$ cat src/rtl/mips_pkg.sv
// Shared MIPS execute-stage definitions: funct codes, mul/div FSM states and datapath width.
package mips_pkg;

  localparam int unsigned XLEN = 32;

  localparam logic [5:0] FUNCT_MFHI  = 6'h10;
  localparam logic [5:0] FUNCT_MTHI  = 6'h11;
  localparam logic [5:0] FUNCT_MFLO  = 6'h12;
  localparam logic [5:0] FUNCT_MTLO  = 6'h13;
  localparam logic [5:0] FUNCT_MULT  = 6'h18;
  localparam logic [5:0] FUNCT_MULTU = 6'h19;
  localparam logic [5:0] FUNCT_DIV   = 6'h1A;
  localparam logic [5:0] FUNCT_DIVU  = 6'h1B;

  typedef enum logic [1:0] {
    ST_IDLE = 2'd0,
    ST_CALC = 2'd1,
    ST_FIX  = 2'd2
  } muldiv_state_t;

endpackage

$ cat src/rtl/muldiv_iter_core.sv
// Radix-2 iterative datapath shared by multiply and divide: one 2W-bit shift
// register, one W+1-bit add/subtract and the step counter.
module muldiv_iter_core #(
  parameter int unsigned W    = 32,
  parameter int unsigned ITER = 32
) (
  input  logic           clk,
  input  logic           rst_n,
  input  logic           i_load,
  input  logic           i_step,
  input  logic           i_is_div,
  input  logic [W-1:0]   i_a,
  input  logic [W-1:0]   i_b,
  output logic [2*W-1:0] o_acc,
  output logic           o_last
);

  localparam int unsigned CW = (ITER > 1) ? $clog2(ITER) : 1;

  logic [2*W-1:0] r_acc;
  logic [W-1:0]   r_b;
  logic [CW-1:0]  r_cnt;

  logic [W:0]     w_add;
  logic [W:0]     w_sub;
  logic [2*W-1:0] w_mul_next;
  logic [2*W-1:0] w_div_next;

  // Multiply: add multiplicand into the upper half when LSB is set, then shift right with carry.
  // Divide: shift left, trial-subtract divisor from the upper W+1 bits, restore on borrow.
  always_comb begin
    w_add      = {1'b0, r_acc[2*W-1:W]} + {1'b0, r_b};
    w_sub      = r_acc[2*W-1:W-1] - {1'b0, r_b};
    w_mul_next = r_acc[0] ? {w_add, r_acc[W-1:1]}
                          : {1'b0, r_acc[2*W-1:W], r_acc[W-1:1]};
    w_div_next = w_sub[W] ? {r_acc[2*W-2:0], 1'b0}
                          : {w_sub[W-1:0], r_acc[W-2:0], 1'b1};
  end

  always_ff @(posedge clk or negedge rst_n) begin
    if (!rst_n) begin
      r_acc <= '0;
      r_b   <= '0;
      r_cnt <= '0;
    end else if (i_load) begin
      r_acc <= {{W{1'b0}}, i_a};
      r_b   <= i_b;
      r_cnt <= '0;
    end else if (i_step) begin
      r_acc <= i_is_div ? w_div_next : w_mul_next;
      r_cnt <= r_cnt + CW'(1);
    end
  end

  assign o_acc  = r_acc;
  assign o_last = (r_cnt == CW'(ITER - 1));

endmodule

$ cat src/rtl/ex_muldiv_unit.sv
// Execute-stage MULT/MULTU/DIV/DIVU unit owning HI/LO; FSM, sign handling and
// result write-back around the shared iterative core.
module ex_muldiv_unit
  import mips_pkg::*;
#(
  parameter int unsigned XLEN = 32,
  parameter int unsigned ITER = 32
) (
  input  logic            clk,
  input  logic            rst_n,
  input  logic            op_valid,
  input  logic [5:0]      funct,
  input  logic [XLEN-1:0] rs_val,
  input  logic [XLEN-1:0] rt_val,
  input  logic            flush,
  output logic [XLEN-1:0] hi,
  output logic [XLEN-1:0] lo,
  output logic            busy,
  output logic            done
);

  muldiv_state_t r_state, w_next;

  logic [XLEN-1:0]   r_hi, r_lo, r_dividend;
  logic              r_done, r_is_div, r_neg_res, r_neg_rem, r_div0;

  logic              w_is_md, w_is_div, w_signed, w_accept, w_step, w_last;
  logic [XLEN-1:0]   w_rs_abs, w_rt_abs;
  logic [2*XLEN-1:0] w_acc, w_prod;
  logic [XLEN-1:0]   w_quot, w_rem;

  always_comb begin
    w_is_md  = (funct == FUNCT_MULT) || (funct == FUNCT_MULTU) ||
               (funct == FUNCT_DIV)  || (funct == FUNCT_DIVU);
    w_is_div = (funct == FUNCT_DIV)  || (funct == FUNCT_DIVU);
    w_signed = (funct == FUNCT_MULT) || (funct == FUNCT_DIV);
    w_accept = (r_state == ST_IDLE) && op_valid && !flush && w_is_md;
    w_step   = (r_state == ST_CALC) && !flush;
    w_rs_abs = (w_signed && rs_val[XLEN-1]) ? -rs_val : rs_val;
    w_rt_abs = (w_signed && rt_val[XLEN-1]) ? -rt_val : rt_val;
  end

  muldiv_iter_core #(
    .W    (XLEN),
    .ITER (ITER)
  ) u_core (
    .clk      (clk),
    .rst_n    (rst_n),
    .i_load   (w_accept),
    .i_step   (w_step),
    .i_is_div (r_is_div),
    .i_a      (w_rs_abs),
    .i_b      (w_rt_abs),
    .o_acc    (w_acc),
    .o_last   (w_last)
  );

  always_comb begin
    w_next = r_state;
    case (r_state)
      ST_IDLE: if (w_accept) w_next = ST_CALC;
      ST_CALC: begin
        if (flush)       w_next = ST_IDLE;
        else if (w_last) w_next = ST_FIX;
      end
      ST_FIX:  w_next = ST_IDLE;
      default: w_next = ST_IDLE;
    endcase
  end

  always_comb begin
    w_prod = r_neg_res ? -w_acc : w_acc;
    w_quot = r_neg_res ? -w_acc[XLEN-1:0] : w_acc[XLEN-1:0];
    w_rem  = r_neg_rem ? -w_acc[2*XLEN-1:XLEN] : w_acc[2*XLEN-1:XLEN];
  end

  always_ff @(posedge clk or negedge rst_n) begin
    if (!rst_n) begin
      r_state    <= ST_IDLE;
      r_hi       <= '0;
      r_lo       <= '0;
      r_done     <= 1'b0;
      r_is_div   <= 1'b0;
      r_neg_res  <= 1'b0;
      r_neg_rem  <= 1'b0;
      r_div0     <= 1'b0;
      r_dividend <= '0;
    end else begin
      r_state <= w_next;
      r_done  <= (r_state == ST_FIX) && !flush;
      if (w_accept) begin
        r_is_div   <= w_is_div;
        r_neg_res  <= w_signed && (rs_val[XLEN-1] ^ rt_val[XLEN-1]);
        r_neg_rem  <= w_signed && rs_val[XLEN-1];
        r_div0     <= (rt_val == '0);
        r_dividend <= rs_val;
      end
      if ((r_state == ST_IDLE) && op_valid && !flush) begin
        if (funct == FUNCT_MTHI) r_hi <= rs_val;
        if (funct == FUNCT_MTLO) r_lo <= rs_val;
      end else if ((r_state == ST_FIX) && !flush) begin
        if (!r_is_div) begin
          r_hi <= w_prod[2*XLEN-1:XLEN];
          r_lo <= w_prod[XLEN-1:0];
        end else if (r_div0) begin
          r_hi <= r_dividend;
          r_lo <= '1;
        end else begin
          r_hi <= w_rem;
          r_lo <= w_quot;
        end
      end
    end
  end

  assign hi   = r_hi;
  assign lo   = r_lo;
  assign busy = (r_state != ST_IDLE);
  assign done = r_done;

endmodule

$ cat config.mk
export PLATFORM = sky130hd
export DESIGN_NAME = ex_muldiv_unit
export DESIGN_NICKNAME = d
export VERILOG_FILES = /design/src/rtl/mips_pkg.sv /design/src/rtl/muldiv_iter_core.sv /design/src/rtl/ex_muldiv_unit.sv
export SDC_FILE = /design/constraint.sdc
export NUM_CORES = 1
export LEC_CHECK = 0
export BUFFER_PORTS_ARGS = -buffer_cell sky130_fd_sc_hd__buf_2
export CAP_MARGIN = 20
export CORE_MARGIN = 8
export CORE_UTILIZATION = 30
export DETAILED_ROUTE_END_ITERATION = 16
export PLACE_DENSITY = 0.58
export SLEW_MARGIN = 20
export SYNTH_ARGS = -nofsm -noshare
export SYNTH_HDL_FRONTEND = slang
export SYNTH_SLANG_ARGS = --single-unit
$ cat constraint.sdc
create_clock -name clk -period 4.02 [get_ports clk]
set_clock_uncertainty 0.15 [all_clocks]
set_input_delay 0.402 -clock clk [delete_from_list [all_inputs] [get_ports clk]]
set_output_delay 0.402 -clock clk [all_outputs]
set_load 0.005 [all_outputs]
==> results of run 1 <==
per-layer routing:
layer	GRT usage [%]	vias to the layer above	part of all wire, %
li1	-	8007	-
met4	4.67	0	2.4
met1	26.0	8003	45
met5	0	-	0
met3	2.54	102	6.4
met2	30.9	627	46
report_power, final:
part           total, W  switching (W)  internal, W
Clock           0.00257        0.00107      0.00151
Combinational   0.00516        0.00301      0.00215
Sequential      0.00296       0.000544      0.00242
Total            0.0107        0.00462      0.00608
kinds of logic after synthesis:
family,Yosys count
AO/OA/AOI/OAI,687
buffers and inverters,227
adder cells (fa/ha/maj),72
multiplexers,60
AND/OR/NAND/NOR,714
XOR/XNOR,194
flip-flops,204
per-stage QoR:
step	hold WS [ns]	cells	setup slack (ns)	utilization, %	cell area [um^2]
floorplan	-0.0436	2158	0.296	-	16900
global placement	0.306	2967	0.305	33.1	18500
detailed placement	0.312	2967	0.182	33.1	18500
CTS	0.00168	3066	0.177	35.7	20000
global route	0.0248	3066	0.0567	35.7	20000
finish	0.0211	3066	0.198	35.7	20000
state kept, by name, indices dropped and copies added (netlist names), 2 cells and up:
signal        flops
u_core.r_b       32
lo               32
u_core.r_cnt      5
r_state           2
hi               32
r_dividend       32
u_core.o_acc     64
layout by cell type, fill, tap and decap left out, types with 40 or more instances in the layout:
master | synthesis | layout
sky130_fd_sc_hd__o211ai_1 | 54 | 54
sky130_fd_sc_hd__o21ai_0 | 245 | 245
sky130_fd_sc_hd__ha_1 | 70 | 70
sky130_fd_sc_hd__xnor2_1 | 119 | 119
sky130_fd_sc_hd__buf_4 | 0 | 75
sky130_fd_sc_hd__nor2_1 | 115 | 114
sky130_fd_sc_hd__buf_2 | 4 | 138
sky130_fd_sc_hd__dfrtp_1 | 204 | 201
sky130_fd_sc_hd__nand2_1 | 350 | 349
sky130_fd_sc_hd__dlygate4sd3_1 | 0 | 47
sky130_fd_sc_hd__a21oi_1 | 129 | 128
sky130_fd_sc_hd__inv_1 | 63 | 63
sky130_fd_sc_hd__mux2i_1 | 54 | 54
sky130_fd_sc_hd__nor3_1 | 40 | 40
sky130_fd_sc_hd__xor2_1 | 75 | 75
worst max-delay path, cell delays in order, from the launching register on:
cell,delay [ns]
sky130_fd_sc_hd__dfrtp_1,0.40
sky130_fd_sc_hd__ha_1,0.25
sky130_fd_sc_hd__fa_1,0.39
sky130_fd_sc_hd__nand2b_1,0.22
sky130_fd_sc_hd__a21oi_1,0.26
sky130_fd_sc_hd__o211ai_1,0.23
sky130_fd_sc_hd__a31oi_1,0.34
sky130_fd_sc_hd__o21bai_1,0.23
sky130_fd_sc_hd__a41oi_1,0.28
sky130_fd_sc_hd__nand2_1,0.15
sky130_fd_sc_hd__or4b_2,0.67
sky130_fd_sc_hd__o311a_1,0.12
what timing repair did:
action                     CTS  global route
gates resized for setup      0             1
hold buffers                47             0
buffers inserted             0             0
hold endpoints to repair   148             0
setup endpoints to repair    0             3
worst max-delay path by stage:
stage          depth (start not counted)  slack (ns)                           end                         start
2_1_floorplan                         14        0.30  u_core.o_acc[59]$_DFFE_PN0P_  u_core.o_acc[31]$_DFFE_PN0P_
3_3_place_gp                           8        0.30             hi[5]$_DFFE_PN0P_  u_core.o_acc[11]$_DFFE_PN0P_
3_5_place_dp                          11        0.18  u_core.o_acc[61]$_DFFE_PN0P_  u_core.o_acc[32]$_DFFE_PN0P_
4_1_cts                               11        0.18  u_core.o_acc[61]$_DFFE_PN0P_  u_core.o_acc[32]$_DFFE_PN0P_
5_1_grt                               12        0.06  u_core.o_acc[61]$_DFFE_PN0P_  u_core.o_acc[31]$_DFFE_PN0P_
6_report                              11        0.20  u_core.o_acc[61]$_DFFE_PN0P_     u_core.r_b[0]$_DFFE_PN0P_
final cells by class:
type	instances	area, um^2	area share [%]
multi-input combinational	1727	10900	54.8
inverter	64	240	1.20
clock buffer	35	777	3.89
tap	756	946	4.74
clock inverter	17	178	0.890
timing repair buffer	263	1780	8.90
sequential	204	5110	25.6
==> summary.md, run 1 <==
| Metric | Value |
|---|---|
| Outcome | finished, final reports clean |
| Total number of H-tree levels | 1 |
| Most used standard cells in the synthesized netlist | 350 x sky130_fd_sc_hd__nand2_1, 245 x sky130_fd_sc_hd__o21ai_0, 204 x sky130_fd_sc_hd__dfrtp_1, 145 x sky130_fd_sc_hd__clkbuf_1, 129 x sky130_fd_sc_hd__a21oi_1 |
| First-pass GRT wire length | around 97000 um |
| CTS tree | built |
| Post-Synthesis Mean Instance Area | between 7 and 8 um^2 |
| Detailed-route wire length per cell | between 20 and 25 um |
| Number of fillers in the final layout | ~6000 |
| Startpoint of the lowest-slack hold path | rt_val[28] |
| Effective utilization at floorplan | 30.2% |
| Dominant cell type by area after synthesis | sky130_fd_sc_hd__dfrtp_1 |
| Synth Net Count | roughly 2300 |
| Largest vdd supply drop | between 0.3 and 0.4 mV |
| Via-per-instance ratio | 5.46 |
| Sequential share of the synthesized area | a little under a third |
| Share of synthesized cell area in full adder, half adder and majority cells | roughly 5.4% |
| Fraction of synthesis flops using an asynchronous set or reset pin | 100% |
| Count leader, synth | sky130_fd_sc_hd__nand2_1 |
| Boundary pin count | 140 |
| Critical register-to-register path startpoint | u_core.r_b[0]$_DFFE_PN0P_ |
| Rel. slew slack | 36.7% |
| Flip-flop cell with the highest count after synthesis | sky130_fd_sc_hd__dfrtp_1 |
| Setup tns final | 0 ns |
| Reg clk slew, reported paths | approximately 0.060 ns |
| Unrepaired setup endpoints after global routing | no |
| Peak Freq | between 200 and 300 MHz |
| Total via count after detailed routing | between 15000 and 20000 |
| Share of synthesized cell area in and, or, nand and nor gates | approximately a fifth |
| Net count, final | about 2400 |
| Category of the most critical setup path | reg2reg |
| Initial detailed-routing violation count | approximately 1600 |
| Min-Delay Path Class | in2reg |
| Number of storage elements in the synthesis netlist | just over 200 |
| Count of maximum capacitance violations | 0 |
| Total power | between 0.01 and 0.015 W |
| Clock insertion delay at the later pin of the skew report | 0.60 ns |
| Multiplexer share of the synthesized area | about 3.6% |
| Total CTS buffers | 28 |
| Post-synthesis to final-layout area growth | 18.4% |
| Leakage | between 8 and 9 nW |
| Die Y-Extent | roughly 250 um |
| Number of distinct library cells after synthesis | a little over 80 |
| Number of buffers on the longest clock path | 3 |
| Port bufs | about 140 |
| Detailed-routing iteration count for the pre-antenna-repair pass | 6 |
| Reg2reg setup slack | slightly below 0.2 ns |
| Leading post-synthesis cells by cell area | sky130_fd_sc_hd__dfrtp_1 30%, sky130_fd_sc_hd__nand2_1 7.8%, sky130_fd_sc_hd__o21ai_0 7.3% |
| Post-route antenna net violation count | 0 |
| Floorplan die area | 0.0641 mm^2 |
| Setup violation total in the final timing report | 0 |
| Pin count of the biggest net entering global routing | slightly above 100 |
| Worst slew pin tran | 0.950 ns |
| Crit start category | register |
| Synth Cell Area | around 0.017 mm^2 |
| Cell at the root of the clock tree | sky130_fd_sc_hd__clkbuf_16 |
| Post-synth top area share | a little under a third |
| Core outline area | between 0.05 and 0.06 mm^2 |
| Antenna violations before repair | 1 |
| Final wirelength | just over 60000 um |
| Dominant combinational cell family by area after synthesis | compound AO/OA/AOI/OAI gates |
| Crit end category | register |
| XOR/XNOR share of the synthesized area | approximately a tenth |
| Number of placement rows | 87 |
| DP Wirelength | around 46000 um |
| Placer congestion estimate | just over 0.9 |
| Via count of the first global-routing pass | 16494 |
| Endpoint arrival time on the critical path | between 4 and 5 ns |
| Die width | 253 um |
| Fraction of final layout cells sized beyond drive strength 1 | approximately an eighth |
| Final critical-path required period | around 3.8 ns |
| Largest fanout on the critical path | 7 |
| Number of sinks driven by the clock tree | a little over 200 |
| Period utilisation layout | between 90% and 100% |
| Overall routing resource usage | 18.8% |
| Cells after Synth | between 2000 and 2500 |
| Hold Path Sink | u_core.r_b[28]$_DFFE_PN0P_ |
| Complex-gate fraction of the synthesized area | between 20% and 30% |
| Reg-to-Reg End | u_core.o_acc[61]$_DFFE_PN0P_ |
| Number of enable-type register cells in the synthesized netlist | 0 |
| Number of cells on the worst hold path | 3 |
| Number of warning messages in the yosys log | 0 |
| DRC violation count after routing | 0 |
| CP Data Required Time | approximately 4.3 ns |
| Total global routing overflow | 0 |
| Number of hold violations in the final report | 0 |
| Depth of the worst register-to-register path | 11 |
| Antenna Cells | 0 |
| Number of max-slew violations in the final report | 0 |
| Power Density | 536 mW/mm^2 |
(Power assumes the default switching activity.)
==> run 2, diff against run 1 <==
--- a/config.mk
+++ b/config.mk
@@ -5,12 +5,13 @@
 export SDC_FILE = /design/constraint.sdc
 export NUM_CORES = 1
 export LEC_CHECK = 0
+export ABC_AREA = 1
 export BUFFER_PORTS_ARGS = -buffer_cell sky130_fd_sc_hd__buf_2
 export CAP_MARGIN = 20
 export CORE_MARGIN = 8
 export CORE_UTILIZATION = 30
 export DETAILED_ROUTE_END_ITERATION = 16
-export PLACE_DENSITY = 0.58
+export PLACE_DENSITY = 0.56
 export SLEW_MARGIN = 20
 export SYNTH_ARGS = -nofsm -noshare
 export SYNTH_HDL_FRONTEND = slang
==> constraint.sdc (replaced) <==
create_clock -name clk -period 4.1 [get_ports clk]
set_clock_uncertainty 0.15 [all_clocks]
set_input_delay 0.41 -clock clk [delete_from_list [all_inputs] [get_ports clk]]
set_output_delay 0.41 -clock clk [all_outputs]
set_load 0.005 [all_outputs]
==> summary.md, run 2 <==
| Metric | Value |
|---|---|
| Total power | around 0.013 W |
| Number of sinks driven by the clock tree | between 200 and 250 |
| Critical register-to-register path startpoint | u_core.o_acc[32]$_DFFE_PN0P_ |
| Post-synth top area share | 25.7% |
| Switching power summed over all nets | approximately 0.0067 W |
| Via-per-instance ratio | approximately 5.2 |
| Via count of the first global-routing pass | ~21000 |
| Unrepaired setup endpoints after global routing | no |
| DRC violation count after routing | 0 |
| Sequential share of the synthesized area | 25.7% |
| Combinational share of power | between 50% and 60% |
| Part of the total power dissipated in sequential elements | ~24% |
| Internal Power | around 0.0061 W |
| Reg clk slew, reported paths | 0.06 ns |
| Count leader, synth | sky130_fd_sc_hd__nand2_1 |
| Overall routing resource usage | 23.1% |
| Net count, final | around 3600 |
| Initial detailed-routing violation count | about 2900 |
| Number of enable-type register cells in the synthesized netlist | 0 |
| Cells after Synth | between 3000 and 4000 |
| Family with the most delay on the worst path | simple AND/OR/NAND/NOR gates |
| Synth Net Count | approximately 3500 |
| Fraction of synthesis flops using an asynchronous set or reset pin | 100% |
| Detailed-route wire length per cell | approximately 20 um |
| Peak Freq | 301 MHz |
| Min-Delay Path Class | in2reg |
| Number of buffers and inverters on the critical path | 2 |
| Total CTS buffers | 26 |
| Post-route antenna net violation count | 0 |
| Startpoint of the lowest-slack hold path | rs_val[1] |
| Total global routing overflow | 0 |
| Most used standard cells in the synthesized netlist | 1032 x sky130_fd_sc_hd__nand2_1, 446 x sky130_fd_sc_hd__nor2_1, 440 x sky130_fd_sc_hd__inv_1, 271 x sky130_fd_sc_hd__nand3_1, 232 x sky130_fd_sc_hd__a21oi_1 |
| Synth Cell Area | approximately 0.020 mm^2 |
| Boundary pin count | 140 |
| Post-Synthesis Mean Instance Area | approximately 6 um^2 |
| Largest fanout on the critical path | 23 |
| Clock insertion delay at the later pin of the skew report | around 0.58 ns |
| Setup tns final | 0 ns |
| Count of maximum capacitance violations | 0 |
| First-pass GRT wire length | about 130000 um |
| Post-synthesis to final-layout area growth | 12.7% |
| Floorplan die area | around 0.075 mm^2 |
| Net switching share of the total power | 52.0% |
| Number of distinct library cells after synthesis | 61 |
| Port bufs | approximately 140 |
| Flip-flop cell with the highest count after synthesis | sky130_fd_sc_hd__dfrtp_1 |
| Pin count of the biggest net entering global routing | 110 |
| Stage delay of the slowest cell on the critical path | between 0.5 and 0.6 ns |
| DP Wirelength | about 70000 um |
| Antenna Cells | 0 |
| Die width | 273 um |
| Final wirelength | around 89000 um |
| Detailed-routing iteration count for the pre-antenna-repair pass | 6 |
| Leakage | between 10 and 15 nW |
| Placer congestion estimate | 1.03 |
| Most frequent CP cell | sky130_fd_sc_hd__nand2_1 |
| Outcome | finished, final reports clean |
| Total via count after detailed routing | 22761 |
| Worst slew pin tran | about 1 ns |
| CTS tree | built |
| Setup violation total in the final timing report | 0 |
| Reg-to-Reg End | u_core.o_acc[40]$_DFFE_PN0P_ |
| Crit end category | register |
| Power Density | around 570 mW/mm^2 |
| Effective utilization at floorplan | between 30% and 40% |
| Most common cell after layout, fill and taps aside | sky130_fd_sc_hd__nand2_1 |
| Hold Path Sink | lo[1]$_DFFE_PN0P_ |
| Dominant cell type by area after synthesis | sky130_fd_sc_hd__dfrtp_1 |
| Number of cells on the worst hold path | 3 |
| CP Data Required Time | roughly 4.5 ns |
| Period utilisation layout | between 80% and 90% |
| Reg2reg setup slack | 0.78 ns |
| Number of storage elements in the synthesis netlist | about 200 |
| Core outline area | 0.0656 mm^2 |
| Number of fillers in the final layout | approximately 7500 |
| Max FFs per register | between 60 and 70 |
| Die Y-Extent | 273 um |
| Crit start category | register |
| Number of max-slew violations in the final report | 0 |
| Leading post-synthesis cells by cell area | sky130_fd_sc_hd__dfrtp_1 26%, sky130_fd_sc_hd__nand2_1 20%, sky130_fd_sc_hd__nor2_1 8.4% |
| Largest vdd supply drop | ~0.28 mV |
| Total number of H-tree levels | 1 |
| Category of the most critical setup path | reg2reg |
| Highest-delay cell along the critical path | sky130_fd_sc_hd__dfrtp_1 |
| Antenna violations before repair | 1 |
| Fraction of power consumed by the clock network | 19.3% |
| Post CTS Setup Buffer Count | 0 |
| Number of warning messages in the yosys log | 0 |
| Rel. slew slack | 33.1% |
| Number of hold violations in the final report | 0 |
| Most frequent cells in the layout | 1032 x sky130_fd_sc_hd__nand2_1, 444 x sky130_fd_sc_hd__nor2_1, 439 x sky130_fd_sc_hd__inv_1 |
| Endpoint arrival time on the critical path | 3.67 ns |
| Depth of the worst register-to-register path | 17 |
| Fraction of final layout cells sized beyond drive strength 1 | under 10% |
| Number of placement rows | between 90 and 100 |
| Number of buffers on the longest clock path | 3 |
| Cell at the root of the clock tree | sky130_fd_sc_hd__clkbuf_16 |
| Final critical-path required period | roughly 3.3 ns |
| Critical path, cell by cell | clkinv_1, fa_1, inv_1, nand2_1, nand2_1, nand3_1, nand2_2, nand2_1, nand2_2, nand2_4, nand2_4, nand2_2, nand2_2, nand3_1, nand3_1, nand2_1, nand2_1 |
[run 2: how the worst max path moves through the flow]
stage	endpoint	from	cells past startpoint
global route	u_core.o_acc[35]$_DFFE_PN0P_	u_core.o_acc[32]$_DFFE_PN0P_	17
CTS	u_core.o_acc[40]$_DFFE_PN0P_	u_core.o_acc[32]$_DFFE_PN0P_	17
finish	u_core.o_acc[40]$_DFFE_PN0P_	u_core.o_acc[32]$_DFFE_PN0P_	17
global placement	u_core.o_acc[34]$_DFFE_PN0P_	u_core.o_acc[32]$_DFFE_PN0P_	17
floorplan	u_core.o_acc[41]$_DFFE_PN0P_	u_core.o_acc[32]$_DFFE_PN0P_	17
detailed placement	u_core.o_acc[57]$_DFFE_PN0P_	u_core.o_acc[32]$_DFFE_PN0P_	16
[run 2: power groups by stage]
stage	Combinational, W	Sequential [W]	Clock (W)
final	0.00725	0.00309	0.00247
after global routing	0.00800	0.00313	0.00258
after CTS	0.00709	0.00307	0.00250
after detailed placement	0.00705	0.00310	0
after global placement	0.00707	0.00309	0
after floorplan	0.00494	0.00282	0
[run 2: kinds of logic after synthesis]
logic type                 Yosys count  synth area share, %
buffers and inverters              587                 11.8
xor gates and xnor gates            58                 2.56
adders and majority gates           72                 4.62
DFF                                204                 25.7
and+or+nand+nor                   1894                 39.7
AOI/OAI and AO/OA                  560                 15.5
[run 2: layer usage]
layer / part of all wire (%) / wire length, um / GRT usage, % / vias up
met5: 0 / 0 / 0 / -
met1: 45 / 40600 / 33.9 / 10640
met2: 42 / 37900 / 34.9 / 1011
met4: 2.5 / 2270 / 5.63 / 0
li1: - / - / - / 10974
met3: 9.5 / 8510 / 3.99 / 136
[run 2: tightest hold or removal path: stages]
cell	delay, ns
sky130_fd_sc_hd__buf_2	0.12
sky130_fd_sc_hd__nand2_1	0.09
sky130_fd_sc_hd__a31oi_1	0.09
[run 2: area by class of cell]
type,count,area [um^2],share of cell area [%]
Multi-Input combinational cell,2584,12400,55.5
Sequential cell,204,5110,22.9
Inverter,451,1700,7.59
Timing Repair Buffer,191,1170,5.24
Tap cell,864,1080,4.84
Clock buffer,34,731,3.27
Clock inverter,13,164,0.733
[run 2: what timing repair did]
item                                   CTS  global route
endpoints found under the hold margin  107             0
gates resized for setup                  0             0
hold buffers                            10             0
[run 2: per-stage QoR]
step	setup WS (ns)	util, %	cell area [um^2]	hold WS, ns	cells
floorplan	1.52	-	19800	-0.0356	3375
global placement	0.934	32.5	21400	0.310	4284
detailed placement	0.841	32.5	21400	0.317	4284
CTS	0.818	34.1	22400	0.000133	4341
global route	0.507	34.1	22400	0.0187	4341
finish	0.782	34.1	22400	0.0184	4341
